[src/rtl/smp_opnd_stager_if.sv]
// rtl/smp_opnd_stager_if.sv - operand/result handshake bundle for smp_opnd_stager
interface smp_opnd_stager_if #(
    parameter int WIDTH = 17,
    parameter int DEPTH = 4
);
    localparam int LW = $clog2(DEPTH) + 1;

    logic             OP_VALID;
    logic             OP_READY;
    logic [WIDTH-1:0] OP_A;
    logic [WIDTH-1:0] OP_B;
    logic [WIDTH-1:0] IN1;
    logic [WIDTH-1:0] IN2;
    logic [WIDTH-1:0] OUT1;
    logic [WIDTH-1:0] OUT2;
    logic             RES_VALID;
    logic             RES_READY;
    logic [WIDTH-1:0] RES1;
    logic [WIDTH-1:0] RES2;
    logic [LW-1:0]    LEVEL;

    modport slave (
        input  OP_VALID, OP_A, OP_B, OUT1, OUT2, RES_READY,
        output OP_READY, IN1, IN2, RES_VALID, RES1, RES2, LEVEL
    );

    modport master (
        output OP_VALID, OP_A, OP_B, OUT1, OUT2, RES_READY,
        input  OP_READY, IN1, IN2, RES_VALID, RES1, RES2, LEVEL
    );
endinterface

[src/rtl/smp_opnd_stager.sv]
// rtl/smp_opnd_stager.sv - operand FIFO feeding a compare/arith stage and capturing its results
module smp_opnd_stager #(
    parameter int WIDTH = 17,
    parameter int DEPTH = 4
) (
    input logic              CLK,
    input logic              RST,
    smp_opnd_stager_if.slave bus
);
    localparam int AW = $clog2(DEPTH);
    localparam int LW = AW + 1;

    localparam logic [1:0] IDLE  = 2'd0;
    localparam logic [1:0] DRIVE = 2'd1;
    localparam logic [1:0] HOLD  = 2'd2;

    logic [WIDTH-1:0] r_mem_a [DEPTH];
    logic [WIDTH-1:0] r_mem_b [DEPTH];
    logic [AW-1:0]    r_wptr;
    logic [AW-1:0]    r_rptr;
    logic [LW-1:0]    r_count;
    logic [1:0]       r_state;
    logic [WIDTH-1:0] r_in1;
    logic [WIDTH-1:0] r_in2;
    logic [WIDTH-1:0] r_res1;
    logic [WIDTH-1:0] r_res2;
    logic             r_res_valid;

    logic w_ready;
    logic w_push;
    logic w_pop;

    // Ready depends only on the registered count, never on a same-cycle pop.
    assign w_ready = (r_count < LW'(DEPTH));
    assign w_push  = bus.OP_VALID && w_ready;
    assign w_pop   = (r_state == IDLE) && (r_count != '0);

    assign bus.OP_READY  = w_ready;
    assign bus.LEVEL     = r_count;
    assign bus.IN1       = r_in1;
    assign bus.IN2       = r_in2;
    assign bus.RES1      = r_res1;
    assign bus.RES2      = r_res2;
    assign bus.RES_VALID = r_res_valid;

    always_ff @(posedge CLK) begin
        if (RST) begin
            r_state     <= IDLE;
            r_wptr      <= '0;
            r_rptr      <= '0;
            r_count     <= '0;
            r_in1       <= '0;
            r_in2       <= '0;
            r_res1      <= '0;
            r_res2      <= '0;
            r_res_valid <= 1'b0;
        end else begin
            if (w_push) begin
                r_mem_a[r_wptr] <= bus.OP_A;
                r_mem_b[r_wptr] <= bus.OP_B;
                r_wptr          <= r_wptr + AW'(1);
            end
            if (w_pop) begin
                r_rptr <= r_rptr + AW'(1);
            end
            case ({w_push, w_pop})
                2'b10:   r_count <= r_count + LW'(1);
                2'b01:   r_count <= r_count - LW'(1);
                default: r_count <= r_count;
            endcase

            case (r_state)
                IDLE: begin
                    if (w_pop) begin
                        r_in1   <= r_mem_a[r_rptr];
                        r_in2   <= r_mem_b[r_rptr];
                        r_state <= DRIVE;
                    end
                end
                // Operands have been stable for a full cycle; take the stage outputs.
                DRIVE: begin
                    r_res1      <= bus.OUT1;
                    r_res2      <= bus.OUT2;
                    r_res_valid <= 1'b1;
                    r_state     <= HOLD;
                end
                HOLD: begin
                    if (bus.RES_READY) begin
                        r_res_valid <= 1'b0;
                        r_state     <= IDLE;
                    end
                end
                default: r_state <= IDLE;
            endcase
        end
    end
endmodule
[src/flat_wrapper.sv]
// flat-port wrapper written by rule: the top's interface ports become plain ports
module smp_opnd_stager_flat 
#(
    parameter int WIDTH = 17,
    parameter int DEPTH = 4
)
  (CLK, RST, bus_OP_VALID, bus_OP_A, bus_OP_B, bus_OUT1, bus_OUT2, bus_RES_READY, bus_OP_READY, bus_IN1, bus_IN2, bus_RES_VALID, bus_RES1, bus_RES2, bus_LEVEL);
  smp_opnd_stager_if #(.WIDTH(WIDTH), .DEPTH(DEPTH)) bus_i ();
  input logic CLK;
  input logic RST;
  input wire logic [$bits(bus_i.OP_VALID)-1:0] bus_OP_VALID;
  input wire logic [$bits(bus_i.OP_A)-1:0] bus_OP_A;
  input wire logic [$bits(bus_i.OP_B)-1:0] bus_OP_B;
  input wire logic [$bits(bus_i.OUT1)-1:0] bus_OUT1;
  input wire logic [$bits(bus_i.OUT2)-1:0] bus_OUT2;
  input wire logic [$bits(bus_i.RES_READY)-1:0] bus_RES_READY;
  output wire logic [$bits(bus_i.OP_READY)-1:0] bus_OP_READY;
  output wire logic [$bits(bus_i.IN1)-1:0] bus_IN1;
  output wire logic [$bits(bus_i.IN2)-1:0] bus_IN2;
  output wire logic [$bits(bus_i.RES_VALID)-1:0] bus_RES_VALID;
  output wire logic [$bits(bus_i.RES1)-1:0] bus_RES1;
  output wire logic [$bits(bus_i.RES2)-1:0] bus_RES2;
  output wire logic [$bits(bus_i.LEVEL)-1:0] bus_LEVEL;
  assign bus_i.OP_VALID = bus_OP_VALID;
  assign bus_i.OP_A = bus_OP_A;
  assign bus_i.OP_B = bus_OP_B;
  assign bus_i.OUT1 = bus_OUT1;
  assign bus_i.OUT2 = bus_OUT2;
  assign bus_i.RES_READY = bus_RES_READY;
  assign bus_OP_READY = bus_i.OP_READY;
  assign bus_IN1 = bus_i.IN1;
  assign bus_IN2 = bus_i.IN2;
  assign bus_RES_VALID = bus_i.RES_VALID;
  assign bus_RES1 = bus_i.RES1;
  assign bus_RES2 = bus_i.RES2;
  assign bus_LEVEL = bus_i.LEVEL;
  smp_opnd_stager #(.WIDTH(WIDTH), .DEPTH(DEPTH)) u_core (.CLK(CLK), .RST(RST), .bus(bus_i));
endmodule
[config.mk]
export PLATFORM = sky130hd
export DESIGN_NAME = smp_opnd_stager_flat
export DESIGN_NICKNAME = d
export VERILOG_FILES = /design/src/rtl/smp_opnd_stager_if.sv /design/src/rtl/smp_opnd_stager.sv /design/src/flat_wrapper.sv
export SDC_FILE = /design/constraint.sdc
export NUM_CORES = 1
export LEC_CHECK = 0
export BUFFER_PORTS_ARGS = -buffer_cell sky130_fd_sc_hd__buf_4
export CORE_MARGIN = 5
export CORE_UTILIZATION = 49
export CTS_CLUSTER_DIAMETER = 120
export DETAILED_ROUTE_END_ITERATION = 16
export PLACE_DENSITY = 0.76
export SLEW_MARGIN = 20
export SYNTH_ARGS = -nofsm -noshare
export SYNTH_HDL_FRONTEND = slang
export SYNTH_SLANG_ARGS = --single-unit
[constraint.sdc]
create_clock -name CLK -period 1.8 [get_ports CLK]
set_input_delay 0.27 -clock CLK [delete_from_list [all_inputs] [get_ports CLK]]
set_output_delay 0.27 -clock CLK [all_outputs]
set_load 0.01 [all_outputs]
-- Yosys cells after proc, flatten, opt, wreduce, memory -nomap -nowiden
Memory sizes are Yosys's and may differ from the RTL's. A register that Yosys moved wholly into a read port is not among the register bits.
Cells that the tools add are included.
- reductions and logical operators: 9
- order comparisons: 1
- equal/unequal tests: 6
- muxes and demuxes: 9
- $add $sub $neg: 4
- operator list (operator ; count):
    one-hot mux 2 bit (3 select lines) ; 1
    one-hot mux 3 bit (2 select lines) ; 1
    AND reduction 2 bit ; 3
    adder 2 x 1 -> 2 bit, second input constant ; 2
    == test 2 x 1 -> 1 bit, second input constant ; 2
    == test 2 bit, second input constant ; 2
    two-way mux 1 bit ; 4
    two-way mux 2 bit ; 2
    nonzero test 2 bit ; 2
    adder 3 x 1 -> 3 bit, second input constant ; 1
    < comparator 3 bit, second input constant ; 1
    nonzero test 3 bit ; 1
    subtractor 3 x 1 -> 3 bit, second input constant ; 1
    logical AND 1 bit ; 2
    zero test 2 bit ; 1
    != test 2 x 1 -> 1 bit, second input constant ; 1
    != test 2 bit, second input constant ; 1
    one-hot mux 1 bit (2 select lines) ; 1
- register bits after elaboration: 44
- output and inout bits: 73
- memory bits (writable): 136
- memories: 2
- word-level logic and storage cells: 38
- bits of input ports: 72
- memory list (name ; words ; bits a word ; rd ports ; clocked after Yosys merged registers in ; write ports ; line ; RTL):
    u_core.r_mem_a ; 4 ; 17 ; 1 ; 1 ; 1 ; smp_opnd_stager.sv:17 ; logic [WIDTH-1:0] r_mem_a [DEPTH];
    u_core.r_mem_b ; 4 ; 17 ; 1 ; 1 ; 1 ; smp_opnd_stager.sv:18 ; logic [WIDTH-1:0] r_mem_b [DEPTH];

-- Depth between registers and ports, before layout
Gate-level depths: netlist (run 1).
- depth in word-level cells: 5
- gate-level depth with buffers: 8
- depth with buffers taken out: 8

-- Worst setup path after synthesis (run 1)
Ideal clock, no wire load.
- kind: reg2reg
- from: register u_core.r_count[2], in the netlist u_core.bus.LEVEL[2]
- to: register u_core.r_count[2], in the netlist u_core.bus.LEVEL[2]
- path buffers: 0
- required time: 1730 ps
- setup time: 70 ps
- data arrival time: 2048 ps
- stages on the path, launching flop included: 9
- slack: -318 ps
- clock period less this slack: 2118 ps
- path through: dfxtp_1 nor3_1 nor3_1 ha_1 inv_1 fa_1 xor2_1 or3_2 a21oi_1
- cells in the longest elaborated chain, start to end: 4
- elaborated cells on any way between the ends: 10
- classes of those cells: add/sub (2); order compare (1); eq/ne (2); mux (1); reduce/logical (4)
- ends and longest elaborated chain (element ; line ; RTL):
    start, declared ; smp_opnd_stager.sv:21 ; logic [LW-1:0] r_count;
    start signal, assigned ; smp_opnd_stager.sv:67 ; 2'b10: r_count <= r_count + LW'(1);
    start signal, assigned ; smp_opnd_stager.sv:68 ; 2'b01: r_count <= r_count - LW'(1);
    start signal, assigned ; smp_opnd_stager.sv:69 ; default: r_count <= r_count;
    < comparator 3 bit or nonzero test 3 bit (tied branches) ; smp_opnd_stager.sv:34, smp_opnd_stager.sv:36 ;
    logical AND 1 bit, on equally long branches ; smp_opnd_stager.sv:35, smp_opnd_stager.sv:36 ;
    == test 2 x 1 -> 1 bit or == test 2 bit (tied branches) ; smp_opnd_stager.sv:66 ; case ({w_push, w_pop})
    one-hot mux 3 bit (2 select lines) or nonzero test 2 bit (tied branches) ; -- ;
Parallel ways exist; a longest one is shown, timed or not.
A chain may end at the register's enable or synchronous reset.

-- Worst setup path in the final report (run 1)
Same ends and word-level chain as after synthesis.

==> metrics.cfg, run 1 <==
[outcome]
outcome=finished, violations left
failed_checks=setup timing

[power]
p_seq_share_pct=42.4
ir_drop_mv=0.781
combPwrFrac_pct=28.4
p_leak_uw=0.00385
sw_frac_of_total_pct=27.9
power_switching_uw=4250
clkPwrFrac_pct=29.2
p_int_uw=11000
power_density_nw_per_um2=1470

[route]
drtIter0Drc=275
viasPerCell=5.17
drc=0
wl_um=16200
wl_per_cell_um=18.0
ant_nets=0
first_pass_iters=4
vias=4649

[setup_path]
cp.arrival_ns=2.29
cpMaxStageDelayCell=dfxtp_4
path_max_fanout=3
path_common_cell=nor3_2
end_kind=register
cp.required_ns=2.22
startpoint_type=register
setup.worst_path.class=reg2reg
worstPathBufferInverterCount=1
max_stage_delay_ns=0.35
cp_top_family=simple AND/OR/NAND/NOR gates
cp_cell_sequence=nor3_2 -> nor3_2 -> ha_4 -> inv_1 -> fa_2 -> xor2_1 -> or3_4 -> a21oi_2
ff2ff_path_depth=8
rr_endpoint=u_core.bus.LEVEL[2]
rrSetupSlack_ns=-0.07
timing.rr.start=u_core.bus.LEVEL[2]

[placed_design]
io_buffers=144
place_ws_ns=-0.403
gp_congestion=0.757
place_hpwl_um=10500
post-place-cells=822

[synth]
synth_xor_area_share_pct=0.341
async_flop_share_pct=0
synth-edff-count=136
yosysSeqAreaShare_pct=73.3
yosysWarnings=0
yosysUniqueCellTypes=32
synthAdderAreaFrac_pct=1.07
synth-simple-area-share_pct=5.41
synth_flop_cell=edfxtp_1
synthCells=467
synth_top_family_by_area=multiplexers
synth-compound-area-share_pct=7.25
syn_area_per_cell_um2=16.5
synthMuxAreaShare_pct=9.95
netlist_area_um2=7700
synth-seq-cells=214
syn_nets=545

[clock_tree]
cts_buffer_depth=3
cts_tree=built
clock_latency_ns=0.49
cts_buffers=22
cts_max_level=1
clock-sinks=214
root_buffer=clkbuf_16
clk_pin_slew_ns=0.06

[sta]
rsz0062_at_grt=yes
skew_ns=0.00970
period_minus_slack_ns=1.87
fmax_mhz=534
setup_viol=1
hold_viol=0
layout_setup_ws_ns=-0.0726
slew_viol_final=0
worst_slew_pin_slew_ns=0.395
slew_headroom_pct=73.7
finalCritPeriodShare_pct=104

[global_routing]
grt_pass1_vias=4916
grt-ovfl-total=0
grt_pass1_wl_um=25500
grt_antenna_before_repair=0
grt_use_total_pct=17.7
grt_max_degree=40

[floorplan]
fp.dieArea_um2=18300
start_util_pct=50.3
die_y_um=135
ios=145
core-area_um2=15300
die_w_um=135
rows=45

[final_layout]
diodes=0
stdcell_count=899
syn2layout_area_growth_pct=34.7
final.fill_count=1071
drive_above_1_share_pct=40.7
nets=750

[worst_hold_path]
hold_path_class=in2reg
min_from=bus_OUT1[4]
worstHoldPathCells=3
hold_end=u_core.bus.RES1[4]

[flow_run]
drv_cap=0

## final cells by class
class | count | area (µm²) | area share, %
flip-flops and latches | 214 | 5650 | 54.5
multi-input cells | 216 | 1890 | 18.2
repair buffers | 210 | 1800 | 17.4
clock buffers | 30 | 643 | 6.20
well taps | 211 | 264 | 2.55
clock inverters | 10 | 88.8 | 0.857
inverters | 8 | 30.0 | 0.290
## sequential cells by signal, indices dropped and copies added (netlist names)
name and count:
u_core.r_mem_b 68, u_core.bus.LEVEL 3, u_core.bus.RES1 17, u_core.r_rptr 2, u_core.bus.IN1 17, u_core.bus.IN2 17
u_core.r_wptr 2, u_core.r_mem_a 68, u_core.r_state 2, u_core.bus.RES_VALID 1, u_core.bus.RES2 17
## cell usage in the layout, fill, tap and decap left out, drive strengths merged
cell type / count
mux4: 34
xnor2: 1
a311oi: 1
nand2b: 1
a21oi: 41
clkbuf: 30
nand3b: 1
buf: 176
dfxtp: 78
nand2: 71
and2b: 1
or3: 2
nor3: 3
clkinvlp: 4
ha: 5
a22o: 34
nor2b: 2
a31o: 1
edfxtp: 136
nor4: 1
o31ai: 1
xor2: 2
clkinv: 5
inv: 8
bufinv: 1
o21ai: 1
and2: 4
nor2: 7
dlygate4sd3: 34
fa: 1
or3b: 1
## timing repair
action / in CTS / in global routing
setup endpoints to repair: 2 / 2
buffers inserted: 3 / 0
gates resized for setup: 9 / 0
hold endpoints to repair: 136 / 0
pin swaps: 3 / 1
cloned: 0 / 0
hold buffers: 34 / 0
## cells by family after synthesis
group,count (synthesis)
AO/OA/AOI/OAI,79
XOR/XNOR,3
adder cells (fa/ha/maj),6
multiplexers,34
AND/OR/NAND/NOR,94
flip-flops,214
buffers and inverters,37
## synth_stat cells, types with 6 or more instances
master,instances,share of area (%)
buf_6,6,0.88
nand2_1,71,3.5
dfxtp_1,78,20
buf_2,16,1.0
a21oi_1,40,2.6
a22o_1,23,2.6
nor2_1,7,0.34
mux4_2,34,9.9
a22o_2,11,1.4
edfxtp_1,136,53
inv_1,8,0.39
clkbuf_1,6,0.29
## power by group through the flow
stage / Combinational, µW / Sequential (µW) / Clock [µW]
2_1_floorplan: 2280 / 6700 / 0
3_3_place_gp: 4120 / 6510 / 0
3_5_place_dp: 4240 / 6560 / 0
4_1_cts: 4420 / 6470 / 4540
5_1_grt: 4720 / 6540 / 4790
6_report: 4340 / 6470 / 4450
## metal layers
layer,wire [µm],vias up,track usage [%]
met2,8670,137,32.1
met5,0,-,0
met3,914,26,4.05
met1,6320,2315,21.2
li1,-,2171,-
met4,308,0,4.87
## worst min-delay path, cell delays in order
cell and delay, ns:
buf_4 0.11, nand2_1 0.04, a21oi_1 0.05
## per-stage QoR
step | util (%) | total power [µW] | instance area (µm²) | TNS (ns) | hold slack [ns]
after floorplan | - | 8980 | 7710 | -0.237 | 0.369
after global placement | 60.3 | 10600 | 9240 | -0.198 | 0.443
after detailed placement | 60.3 | 10800 | 9240 | -0.475 | 0.450
after CTS | 67.7 | 15400 | 10400 | -0.104 | 0.00585
after global routing | 67.7 | 16000 | 10400 | -0.140 | 0.0120
final | 67.7 | 15300 | 10400 | -0.0726 | 0.0189
## worst max path at each step
stage / from / to / slack (ns) / cells past startpoint
after floorplan: u_core.bus.LEVEL[2] / u_core.bus.LEVEL[2] / -0.24 / 8
after global placement: u_core.bus.LEVEL[2] / u_core.bus.LEVEL[2] / -0.20 / 8
after detailed placement: u_core.bus.LEVEL[2] / u_core.bus.LEVEL[2] / -0.40 / 8
after CTS: u_core.bus.LEVEL[2] / u_core.bus.LEVEL[2] / -0.10 / 8
after global routing: u_core.bus.LEVEL[2] / u_core.bus.LEVEL[2] / -0.14 / 8
final: u_core.bus.LEVEL[2] / u_core.bus.LEVEL[2] / -0.07 / 8
(Power assumes the default switching activity.)
==> run 2, diff against run 1 <==
--- a/config.mk
+++ b/config.mk
@@ -7,10 +7,10 @@
 export LEC_CHECK = 0
 export BUFFER_PORTS_ARGS = -buffer_cell sky130_fd_sc_hd__buf_4
 export CORE_MARGIN = 5
-export CORE_UTILIZATION = 49
+export CORE_UTILIZATION = 40
 export CTS_CLUSTER_DIAMETER = 120
 export DETAILED_ROUTE_END_ITERATION = 16
-export PLACE_DENSITY = 0.76
+export PLACE_DENSITY = 0.64
 export SLEW_MARGIN = 20
 export SYNTH_ARGS = -nofsm -noshare
 export SYNTH_HDL_FRONTEND = slang
==> metrics.cfg, run 2 (synthesis results as in run 1) <==
[worst_hold_path]
worstHoldPathCells=3  ; unchanged
hold_end=u_core.bus.RES2[13]
hold_path_class=in2reg
min_from=bus_OUT2[13]

[global_routing]
met2_usage_pct=25.6  ; -6.5 points
grt_antenna_before_repair=0  ; unchanged
grt-ovfl-total=0  ; unchanged
grt_max_degree=39  ; -2.5%
met1_usage_pct=19.7  ; -1.5 points
grt_pass1_wl_um=26500  ; +4.0%
top_usage_layer=met2
grt_use_total_pct=15.0  ; -2.7 points
grt_pass1_vias=4949  ; +0.67%
grt_use_met3_pct=3.28  ; -0.77 points

[setup_path]
rrSetupSlack_ns=-0.07  ; about the same
ff2ff_path_depth=8  ; unchanged
setup.worst_path.class=reg2reg
cp.required_ns=2.22  ; about the same
cp.arrival_ns=2.29  ; about the same
end_kind=register
path_max_fanout=3  ; unchanged
startpoint_type=register
rr_endpoint=u_core.bus.LEVEL[2]
timing.rr.start=u_core.bus.LEVEL[2]

[outcome]
failed_checks=setup timing
outcome=finished, violations left

[floorplan]
die_w_um=149  ; +9.9%
fp.dieArea_um2=22100  ; +21%
die_y_um=149  ; +9.9%
rows=50  ; +11%
start_util_pct=40.9  ; -9.4 points
core-area_um2=18800  ; +23%
ios=145  ; unchanged

[clock_tree]
clock_latency_ns=0.51  ; +0.02 ns
cts_tree=built
cts_buffers=24  ; +9.1%
clk_pin_slew_ns=0.06  ; about the same
clock-sinks=214  ; unchanged
cts_buffer_depth=3  ; unchanged
cts_max_level=1  ; unchanged
root_buffer=clkbuf_16

[route]
ant_nets=0  ; unchanged
vias=4636  ; -0.28%
wl_um=16700  ; +3.2%
first_pass_iters=4  ; unchanged
drtIter0Drc=221  ; -20%
wl_per_cell_um=17.6  ; -2.3%
viasPerCell=4.89  ; -5.5%
drc=0  ; unchanged

[sta]
finalSetupTns_ns=-0.0711  ; +0.00156 ns
period_minus_slack_ns=1.87  ; -0.00156 ns
setup_viol=1  ; unchanged
hold_viol=0  ; unchanged
finalCritPeriodShare_pct=104  ; about the same
whs_ns=0.0229  ; +0.00397 ns
fmax_mhz=534  ; about the same
skew_ns=0.0251  ; +0.0154 ns
rsz0062_at_grt=yes
worst_slew_pin_slew_ns=0.420  ; +0.0248 ns
slew_headroom_pct=72.0  ; -1.7 points
slew_viol_final=0  ; unchanged
layout_setup_ws_ns=-0.0711  ; +0.00156 ns

[power]
combPwrFrac_pct=28.3  ; about the same
p_int_uw=11200  ; +1.9%
ir_drop_mv=0.737  ; -5.5%
clkPwrFrac_pct=30.4  ; +1.2 points
p_leak_uw=0.00388  ; +0.92%
sw_frac_of_total_pct=28.0  ; +0.13 points
power_density_nw_per_um2=1480  ; +0.90%
p_seq_share_pct=41.3  ; -1.1 points
power_switching_uw=4360  ; +2.6%

[final_layout]
nets=749  ; -0.13%
final.fill_count=1519  ; +42%
final_common_cell=buf_4
final_cell_mix=buf_4, edfxtp_1, dfxtp_1, nand2_1, a21oi_1
diodes=0  ; unchanged
syn2layout_area_growth_pct=36.3
fin_util_pct=55.7  ; -12 points
reg_top3=u_core.r_mem_a (68), u_core.r_mem_b (68)
design_area_um2=10500  ; +1.2%
drive_above_1_share_pct=41.1  ; +0.38 points

[flow_run]
drv_cap=0  ; unchanged

[placed_design]
gp_congestion=0.723  ; -4.5%
postPlaceCellArea_um2=9310  ; +0.72%
io_buffers=144  ; unchanged
place_hpwl_um=10500  ; -0.11%

[run 2: worst max-delay path: stages (launching register included)]
cell	delay, ns
dfxtp_2	0.34
and2b_2	0.23
inv_2	0.08
ha_4	0.14
inv_2	0.04
fa_2	0.35
xor2_2	0.16
or3_4	0.33
a21oi_2	0.12
[run 2: routing by layer]
layer  share of wire [%]  up-vias
li1                    -     2163
met2                  51      115
met5                   0        -
met1                  42     2327
met3                 5.0       31
met4                 1.9        0
[run 2: worst max-delay path by stage]
stage / startpoint / end / slack (ns)
6_report: u_core.bus.LEVEL[2] / u_core.bus.LEVEL[2] / -0.07
5_1_grt: u_core.bus.LEVEL[2] / u_core.bus.LEVEL[2] / -0.15
4_1_cts: u_core.bus.LEVEL[2] / u_core.bus.LEVEL[2] / -0.15
3_5_place_dp: bus_OP_VALID / u_core.bus.LEVEL[2] / -0.30
3_3_place_gp: bus_OP_VALID / u_core.bus.LEVEL[2] / -0.19
2_1_floorplan: u_core.bus.LEVEL[2] / u_core.bus.LEVEL[2] / -0.24
[run 2: power by group through the flow]
| stage | Combinational [µW] | Clock [µW] | Sequential (µW) |
|---|---|---|---|
| 2_1_floorplan | 2280 | 0 | 6700 |
| 3_3_place_gp | 4210 | 0 | 6500 |
| 3_5_place_dp | 4320 | 0 | 6530 |
| 4_1_cts | 4440 | 4860 | 6440 |
| 5_1_grt | 4800 | 5090 | 6520 |
| 6_report | 4410 | 4730 | 6440 |
[run 2: cell type report]
class | instances | area, µm² | area share, %
Sequential cell | 214 | 5650 | 53.9
Inverter | 8 | 30.0 | 0.286
Tap cell | 260 | 325 | 3.10
Multi-Input combinational cell | 216 | 1900 | 18.1
Clock inverter | 11 | 93.8 | 0.894
Timing Repair Buffer | 207 | 1790 | 17.1
Clock buffer | 33 | 699 | 6.67
[run 2: through the flow]
step                cells  power, µW  setup slack [ns]
finish                949      15600           -0.0711
global route          949      16400            -0.150
CTS                   948      15700            -0.149
detailed placement    870      10900            -0.298
global placement      870      10700            -0.189
floorplan             467       8980            -0.237
[run 2: repair_timing]
item                                    in CTS  in global routing
pin swaps                                    5                  4
endpoints found under the setup margin       1                  2
hold buffers                                34                  0
resized for setup                            9                  3
hold endpoints to repair                   136                  0
buffers inserted                             0                  1
==> run 3, diff against run 2 <==
--- a/config.mk
+++ b/config.mk
@@ -6,6 +6,7 @@
 export NUM_CORES = 1
 export LEC_CHECK = 0
 export BUFFER_PORTS_ARGS = -buffer_cell sky130_fd_sc_hd__buf_4
+export CORE_ASPECT_RATIO = 1.1
 export CORE_MARGIN = 5
 export CORE_UTILIZATION = 40
 export CTS_CLUSTER_DIAMETER = 120
==> metrics.cfg, run 3 (synthesis results as in run 1) <==
[outcome]
outcome=finished, violations left
failed_checks=setup timing

[power]
ir_drop_mv=0.797  ; +8.1%
combPwrFrac_pct=27.9  ; -0.4 points
clkPwrFrac_pct=30.4  ; about the same
p_seq_share_pct=41.7  ; +0.4 points
p_leak_uw=0.00396  ; +1.8%
p_int_uw=11300  ; +0.61%
sw_frac_of_total_pct=27.7  ; -0.29 points
power_density_nw_per_um2=1470  ; -1.1%
power_switching_uw=4330  ; -0.85%

[final_layout]
stdcell_count=958  ; +0.95%
drive_above_1_share_pct=40.2  ; -0.85 points
reg_top3=u_core.r_mem_a (68), u_core.r_mem_b (68)
design_area_um2=10600  ; +1.3%
final_common_cell=buf_4
nets=771  ; +2.9%
final_cell_mix=buf_4, edfxtp_1, dfxtp_1, nand2_1, dlygate4sd3_1
diodes=0  ; unchanged
syn2layout_area_growth_pct=38.0

[setup_path]
startpoint_type=register
cp.required_ns=2.23  ; about the same
end_kind=register
path_max_fanout=4  ; +1
cp.arrival_ns=2.29  ; about the same
setup.worst_path.class=reg2reg

[route]
vias=4764  ; +2.8%
wl_per_cell_um=17.3  ; -1.8%
drtIter0Drc=210  ; -5.0%
wl_um=16600  ; -0.88%
ant_nets=0  ; unchanged
drc=0  ; unchanged
viasPerCell=4.97  ; +1.8%
first_pass_iters=4  ; unchanged

[sta]
layout_setup_ws_ns=-0.0587  ; +0.0124 ns
finalSetupTns_ns=-0.0587  ; +0.0124 ns
slew_headroom_pct=73.3  ; +1.3 points
slew_viol_final=0  ; unchanged
setup_viol=1  ; unchanged
skew_ns=0.00547  ; -0.0196 ns
finalCritPeriodShare_pct=103  ; -0.69 points
hold_viol=0  ; unchanged
fmax_mhz=538  ; +0.67%
period_minus_slack_ns=1.86  ; -0.0124 ns
whs_ns=0.0193  ; -0.00356 ns
worst_slew_pin_slew_ns=0.401  ; -0.0189 ns
rsz0062_at_grt=yes

[placed_design]
postPlaceCellArea_um2=9260  ; -0.52%
post-place-cells=861  ; -1.0%
place_hpwl_um=10500  ; -0.69%
io_buffers=144  ; unchanged
gp_congestion=0.750  ; +3.8%

[global_routing]
grt_antenna_before_repair=0  ; unchanged
grt_pass1_vias=5222  ; +5.5%
grt_pass1_wl_um=26900  ; +1.7%
grt-ovfl-total=0  ; unchanged
grt_use_total_pct=15.3  ; +0.27 points
grt_max_degree=38  ; -2.6%

[clock_tree]
cts_buffer_depth=3  ; unchanged
clock-sinks=214  ; unchanged
clk_pin_slew_ns=0.06  ; about the same
cts_tree=built
cts_max_level=1  ; unchanged
cts_buffers=24  ; unchanged
clock_latency_ns=0.50  ; about the same
root_buffer=clkbuf_16

[floorplan]
core-area_um2=19000  ; +1.1%
die_y_um=156  ; +4.6%
start_util_pct=40.5  ; -0.43 points
ios=145  ; unchanged
die_w_um=142  ; -4.3%
fp.dieArea_um2=22100  ; about the same
rows=53  ; +6.0%

[worst_hold_path]
hold_path_class=in2reg

[flow_run]
drv_cap=0  ; unchanged

-- run 3: cell count changes in the layout (fill, tap and decap cells not counted), sizes merged --
cell,change
dlygate4sd3,+16
bufinv,+1
buf,+6
clkinvlp,+2
clkinv,-2
inv,-1
-- run 3: critical path: stages, from the launching register on --
cell and delay, ns:
dfxtp_2 0.35, and2b_2 0.23, inv_2 0.07, ha_4 0.14, inv_2 0.04, fa_2 0.35, xor2_2 0.16, or3_4 0.33
a21oi_2 0.12
-- run 3: per-layer routing --
metal | share of wire [%] | up-vias | GRT usage (%)
met3 | 9.5 | 34 | 4.64
met4 | 2.0 | 0 | 4.16
met2 | 47 | 189 | 25.6
li1 | - | 2225 | -
met1 | 41 | 2316 | 19.3
met5 | 0 | - | 0
-- run 3: worst paths after layout --
check / cells past startpoint / startpoint / slack (ns) / to
max: 8 / u_core.bus.LEVEL[2] / -0.06 / u_core.bus.LEVEL[2]
min: 3 / bus_OUT1[11] / 0.02 / u_core.bus.RES1[11]
max reg2reg: 8 / u_core.bus.LEVEL[2] / -0.06 / u_core.bus.LEVEL[2]
min reg2reg: 2 / u_core.bus.RES2[14] / 0.46 / u_core.bus.RES2[14]
-- run 3: what timing repair did --
item	4_1_cts	5_1_grt
gates resized for setup	8	8
setup buffers	0	3
endpoints found under the hold margin	152	0
hold buffers	50	0
pin swaps	4	3
setup endpoints to repair	1	2
-- run 3: metrics by stage --
| stage | total power [µW] | setup slack (ns) | util (%) |
|---|---|---|---|
| finish | 15600 | -0.0587 | 55.8 |
| global route | 16500 | -0.120 | 55.8 |
| CTS | 15800 | -0.147 | 55.6 |
| floorplan | 8980 | -0.237 | - |
| detailed placement | 10800 | -0.307 | 48.6 |
| global placement | 10700 | -0.183 | 48.6 |
-- run 3: power by group through the flow --
stage	clock network, µW	registers, µW	logic (µW)
finish	4750	6510	4350
global route	5120	6600	4770
CTS	4880	6520	4380
detailed placement	0	6590	4240
global placement	0	6570	4170
floorplan	0	6700	2280
-- run 3: area by class of cell --
type	instances	area, µm²
multi-input combinational	216	1900
timing repair buffer	229	1950
inverter	8	30.0
clock inverter	11	111
fill	1496	8400
tap	247	309
clock buffer	33	676
sequential	214	5650
